File: config.mk
export PLATFORM = sky130hd
export DESIGN_NAME = instruction_loader
export DESIGN_NICKNAME = d
export VERILOG_FILES = /design/src/rtl/instruction_loader.sv
export SDC_FILE = /design/constraint.sdc
export NUM_CORES = 1
export LEC_CHECK = 0
export CORE_ASPECT_RATIO = 0.75
export CORE_MARGIN = 2
export CORE_UTILIZATION = 35
export CTS_CLUSTER_DIAMETER = 100
export DETAILED_ROUTE_END_ITERATION = 10
export SKIP_LAST_GASP = 1
export SYNTH_ARGS = -nofsm -noshare
export SYNTH_HDL_FRONTEND = slang
export SYNTH_SLANG_ARGS = --single-unit
export TNS_END_PERCENT = 1
File: constraint.sdc
create_clock -name clk -period 2.3 [get_ports clk]
set_input_delay 0.46 -clock clk [delete_from_list [all_inputs] [get_ports clk]]
set_output_delay 0.46 -clock clk [all_outputs]
set_load 0.005 [all_outputs]
File: src/rtl/instruction_loader.sv
// Packs decoded MIPS instruction fields big-endian and writes them one byte per
// clock into a byte-wide instruction memory image, advancing a base pointer per word.
module instruction_loader #(
    parameter  int unsigned size_ward = 2,
    parameter  int unsigned AW        = $clog2(size_ward*4),
    localparam int unsigned CW        = $clog2(size_ward+1)
) (
    input  logic          clk,
    input  logic          rst_n,
    input  logic          valid,
    output logic          ready,
    input  logic [5:0]    op,
    input  logic [4:0]    rs,
    input  logic [4:0]    rt,
    input  logic [4:0]    rd,
    input  logic [4:0]    shamt,
    input  logic [5:0]    func,
    input  logic          clear,
    output logic          wr_en,
    output logic [AW-1:0] wr_addr,
    output logic [7:0]    wr_data,
    output logic [CW-1:0] count,
    output logic          full
);

    localparam int unsigned BW = AW + 1;

    typedef enum logic [1:0] {
        IDLE  = 2'd0,
        WRITE = 2'd1,
        FULL  = 2'd2
    } state_t;

    state_t        r_state;
    state_t        w_state_nxt;
    logic [BW-1:0] r_base;
    logic [BW-1:0] w_base_nxt;
    logic [1:0]    r_idx;
    logic [1:0]    w_idx_nxt;
    logic [CW-1:0] r_count;
    logic [CW-1:0] w_count_nxt;
    logic [31:0]   r_word;
    logic [31:0]   w_word_nxt;
    logic          r_wr_en;
    logic          w_wr_en_nxt;
    logic [AW-1:0] r_wr_addr;
    logic [AW-1:0] w_wr_addr_nxt;
    logic [7:0]    r_wr_data;
    logic [7:0]    w_wr_data_nxt;
    logic          r_full;

    logic [31:0]   w_packed;
    logic [7:0]    w_byte_sel;

    assign w_packed = {op, rs, rt, rd, shamt, func};
    assign ready    = (r_state == IDLE) && !clear;

    always_comb begin
        w_byte_sel = r_word[31:24];
        case (r_idx)
            2'd1:    w_byte_sel = r_word[23:16];
            2'd2:    w_byte_sel = r_word[15:8];
            2'd3:    w_byte_sel = r_word[7:0];
            default: w_byte_sel = r_word[31:24];
        endcase
    end

    // Byte 0 is issued on the accept edge itself, so r_idx holds the index of the
    // next byte to emit; wrapping back to 0 in WRITE means all four bytes are out.
    always_comb begin
        w_state_nxt   = r_state;
        w_base_nxt    = r_base;
        w_idx_nxt     = r_idx;
        w_count_nxt   = r_count;
        w_word_nxt    = r_word;
        w_wr_en_nxt   = 1'b0;
        w_wr_addr_nxt = r_wr_addr;
        w_wr_data_nxt = r_wr_data;
        case (r_state)
            IDLE: begin
                if (clear) begin
                    w_base_nxt  = '0;
                    w_count_nxt = '0;
                end else if (valid) begin
                    w_word_nxt    = w_packed;
                    w_wr_en_nxt   = 1'b1;
                    w_wr_addr_nxt = AW'(r_base);
                    w_wr_data_nxt = w_packed[31:24];
                    w_idx_nxt     = 2'd1;
                    w_state_nxt   = WRITE;
                end
            end
            WRITE: begin
                if (r_idx == 2'd0) begin
                    w_base_nxt  = r_base + BW'(4);
                    w_count_nxt = r_count + CW'(1);
                    w_state_nxt = (w_count_nxt == CW'(size_ward)) ? FULL : IDLE;
                end else begin
                    w_wr_en_nxt   = 1'b1;
                    w_wr_addr_nxt = AW'(r_base) + AW'(r_idx);
                    w_wr_data_nxt = w_byte_sel;
                    w_idx_nxt     = r_idx + 2'd1;
                end
            end
            FULL: begin
                if (clear) begin
                    w_base_nxt  = '0;
                    w_count_nxt = '0;
                    w_state_nxt = IDLE;
                end
            end
            default: w_state_nxt = IDLE;
        endcase
    end

    always_ff @(posedge clk) begin
        if (!rst_n) begin
            r_state   <= IDLE;
            r_base    <= '0;
            r_idx     <= '0;
            r_count   <= '0;
            r_word    <= '0;
            r_wr_en   <= 1'b0;
            r_wr_addr <= '0;
            r_wr_data <= '0;
            r_full    <= 1'b0;
        end else begin
            r_state   <= w_state_nxt;
            r_base    <= w_base_nxt;
            r_idx     <= w_idx_nxt;
            r_count   <= w_count_nxt;
            r_word    <= w_word_nxt;
            r_wr_en   <= w_wr_en_nxt;
            r_wr_addr <= w_wr_addr_nxt;
            r_wr_data <= w_wr_data_nxt;
            r_full    <= (w_state_nxt == FULL);
        end
    end

    assign wr_en   = r_wr_en;
    assign wr_addr = r_wr_addr;
    assign wr_data = r_wr_data;
    assign count   = r_count;
    assign full    = r_full;

endmodule

==> impl_metrics.csv, run 1 <==
group,metric,value,unit
sta,drv_slew,0,
power_and_ir_drop,cellLeakagePower,1.05,nW
clocking,cts_tree,"yes",
route,vias_per_cell,4.85,
clocking,post-cts-setup-buffer-count,0,
cells_and_area,nNetsFinal,361,
worst_setup_path,r2r_start,"r_idx[0]",
sta,fin_crit_sh,91.8,%
worst_setup_path,critPathCaptureType,"output pin",
route,routed-via-count,1937,
sta,max_freq,474,MHz
clocking,insertion_delay,300,ps
sta,hold_viol,0,
synth,synth_nets,320,
synth,syn_area,0.00232,mm2
global_routing,grt_pass1_wl,8840,um
die,die_w,98.0,um
route,first_iter_violations,47,
synth,ys_types,34,
sta,layout_min_cycle_time,2110,ps
die,die_y,74.5,um
global_routing,antenna_found_initial,0,
route,drc,0,
power_and_ir_drop,peakVddDrop,0.240,mV
clocking,h-tree-depth,2,
placed_design,dp_cells,392,
power_and_ir_drop,p_per_area,584,mW/mm2
clocking,cts.path.max_buffers,2,
synth,yosys_warnings,0,
cells_and_area,antenna_cells,0,
die,num_rows,25,
die,core-area,0.00635,mm2
worst_setup_path,r2r_end,"wr_data[7]",
min_path,worstHoldStart,"r_word[6]",
synth,syn_area_per_cell,8.38,um2
sta,worst_pin_slew,554,ps
clocking,cts_resized,0,
clocking,cts_made_buffers,5,
global_routing,overflow,0,
route,postRouteAntennaNets,0,
run,drv_cap,0,
clocking,root_buffer,"clkbuf_8",
worst_setup_path,critPathMaxFanout,3,
placed_design,dp_hpwl,3740,um
route,wl,5420,um
worst_setup_path,critPathKind,"in2out",
worst_setup_path,reg2reg_depth,6,
sta,fin_skew,9.70,ps
min_path,hold_depth,2,
worst_setup_path,required,1840,ps
die,io_pins,52,
synth,yosysSeqAreaShare,44.9,%
worst_setup_path,arrival,1650,ps
clocking,cts.sinks,52,
synth,synthCells,277,
global_routing,grt_pass1_vias,1832,
status,outcome,"finished, final reports clean",
cells_and_area,stdcell_count,399,
cells_and_area,area_growth,28.5,%
worst_setup_path,start_kind,"input pin",
synth,yosys_register_bits,52,
worst_setup_path,r2r_slack,550,ps
placed_design,gp_congestion,0.796,
sta,fin_setup_tns,0,ps
placed_design,dp_slack,79.8,ps
min_path,hold_path_class,"reg2reg",
sta,fin_ws,188,ps
cells_and_area,fin_util,47.0,%
die,die_area,0.00731,mm2
sta,setup_viol,0,
die,start_util,36.6,%
route,wire_per_inst,13.6,um
global_routing,grt_usage,15.2,%
clocking,hold_buffers,0,
cells_and_area,drive_gt1_share,5.03,%
placed_design,io_buffers,51,
global_routing,grt_max_degree,53,
clocking,clk_pin_slew,90,ps
min_path,whs_endpoint,"r_word[6]",
sta,rsz0062_at_grt,"no",
route,dr.pass1.iters,4,
sta,relSlewSlack,63.1,%
[sequential cells by signal, summed over array words and instances, names as in the netlist]
name and count:
wr_en 1, wr_addr 3, r_idx 2, r_word 32, r_base 1, count 2, wr_data 8, full 1
r_state 2
[synthesized netlist by cell type]
library cell  number  share of area (%)
o211a_1            1               0.43
nand3b_1           1               0.32
nor2b_1            7                1.9
a21o_1             1               0.32
o21a_1             1               0.32
nor3_1             1               0.22
dfxtp_1           52                 45
nand3_2            1               0.43
a32oi_1            1               0.38
a21boi_0          32                 10
a21boi_2           1               0.49
nor4bb_1           1               0.43
buf_2              5                1.1
xor2_1             1               0.38
a21oi_1           29                6.3
nor2_1             4               0.65
or4b_1             1               0.43
buf_1              3               0.49
nand2b_1           2               0.54
nor3b_1            2               0.65
conb_1             1               0.16
nand2_1           67                 11
a221oi_1           8                3.0
and2_1             1               0.27
o21ai_0            9                1.9
a22oi_1            8                2.6
buf_4              1               0.32
o21ai_4            1               0.70
buf_6              2               0.97
and2b_1            1               0.32
clkbuf_1          12                1.9
ha_1               7                3.8
inv_1             11                1.8
mux2_2             1               0.49
[cells by family (layout without fill, tap and decap cells)]
logic type      after synthesis  count (layout)  synth area share [%]
mux                           1               1                 0.485
compound gates               92              92                  26.8
flops                        52              52                  44.9
fa+ha+maj                     7               7                  3.77
simple gates                 89              89                  17.0
other cells                   1               1                 0.162
xor+xnor                      1               1                 0.377
buf+inv                      34              75                  6.58
[area by class of cell]
class                           count  area, um2
Sequential cell                    52       1040
Timing Repair Buffer               57        593
Clock inverter                      1       5.00
Clock buffer                        6       72.6
Fill cell                         635       3370
Tap cell                           81        101
Multi-Input combinational cell    191       1130
Inverter                           11       41.3
[power breakdown]
group / internal (mW) / switching (mW)
clock network: 0.208 / 0.289
logic: 0.149 / 0.124
registers: 0.945 / 0.0259
total: 1.30 / 0.439
[how the worst max path moves through the flow]
stage	start	to	slack, ps
floorplan	clear	r_idx[1]	630
global placement	clear	r_idx[1]	140
detailed placement	clear	r_idx[0]	80
CTS	clear	ready	170
global route	clear	ready	110
finish	clear	ready	190
[metal layers]
| metal | GRT usage (%) | vias to the layer above | part of all wire (%) |
|---|---|---|---|
| met1 | 22.2 | 860 | 52 |
| met2 | 22.8 | 56 | 40 |
| met5 | 0 | - | 0 |
| met3 | 3.10 | 8 | 6.1 |
| li1 | - | 1013 | - |
| met4 | 4.63 | 0 | 1.3 |
[worst max-delay path, stage by stage]
cell             delay [ps]
clkdlybuf4s50_1         440
nor3_1                  210
clkdlybuf4s50_1         540
[through the flow]
step | power, mW | cell area (um2) | hold WS, ps
finish | 1.74 | 2980 | 464
global route | 1.82 | 2980 | 484
CTS | 1.75 | 2980 | 469
detailed placement | 1.27 | 2900 | 456
global placement | 1.26 | 2900 | 451
floorplan | 1.12 | 2320 | 443
[layout by cell type, fill, tap and decap left out, drive strengths merged]
cell type / count
mux2: 1
buf: 6
nor4bb: 1
nand2b: 2
or4b: 1
nand2: 67
and2: 1
clkbuf: 6
ha: 7
nor3b: 2
nor2b: 7
a21oi: 29
a21boi: 33
clkdlybuf4s50: 51
a21o: 1
conb: 1
a221oi: 8
nor2: 4
o21a: 1
nand3b: 1
nand3: 1
dfxtp: 52
xor2: 1
clkinv: 1
o211a: 1
nor3: 1
a22oi: 8
a32oi: 1
inv: 11
and2b: 1
o21ai: 10
No activity file was read; power rests on OpenSTA's default activity.
==> run 2, diff against run 1 <==
Settings changed: SKIP_CTS_REPAIR_TIMING set to 1.
==> results of run 2 <==
No change in the layout: final DEF, timing and power equal those of run 1.
==> run 3, diff against run 2 <==
Settings changed: SLEW_MARGIN set to 10.
==> results of run 3 <==
No change in the layout: final DEF, timing and power equal those of run 1.
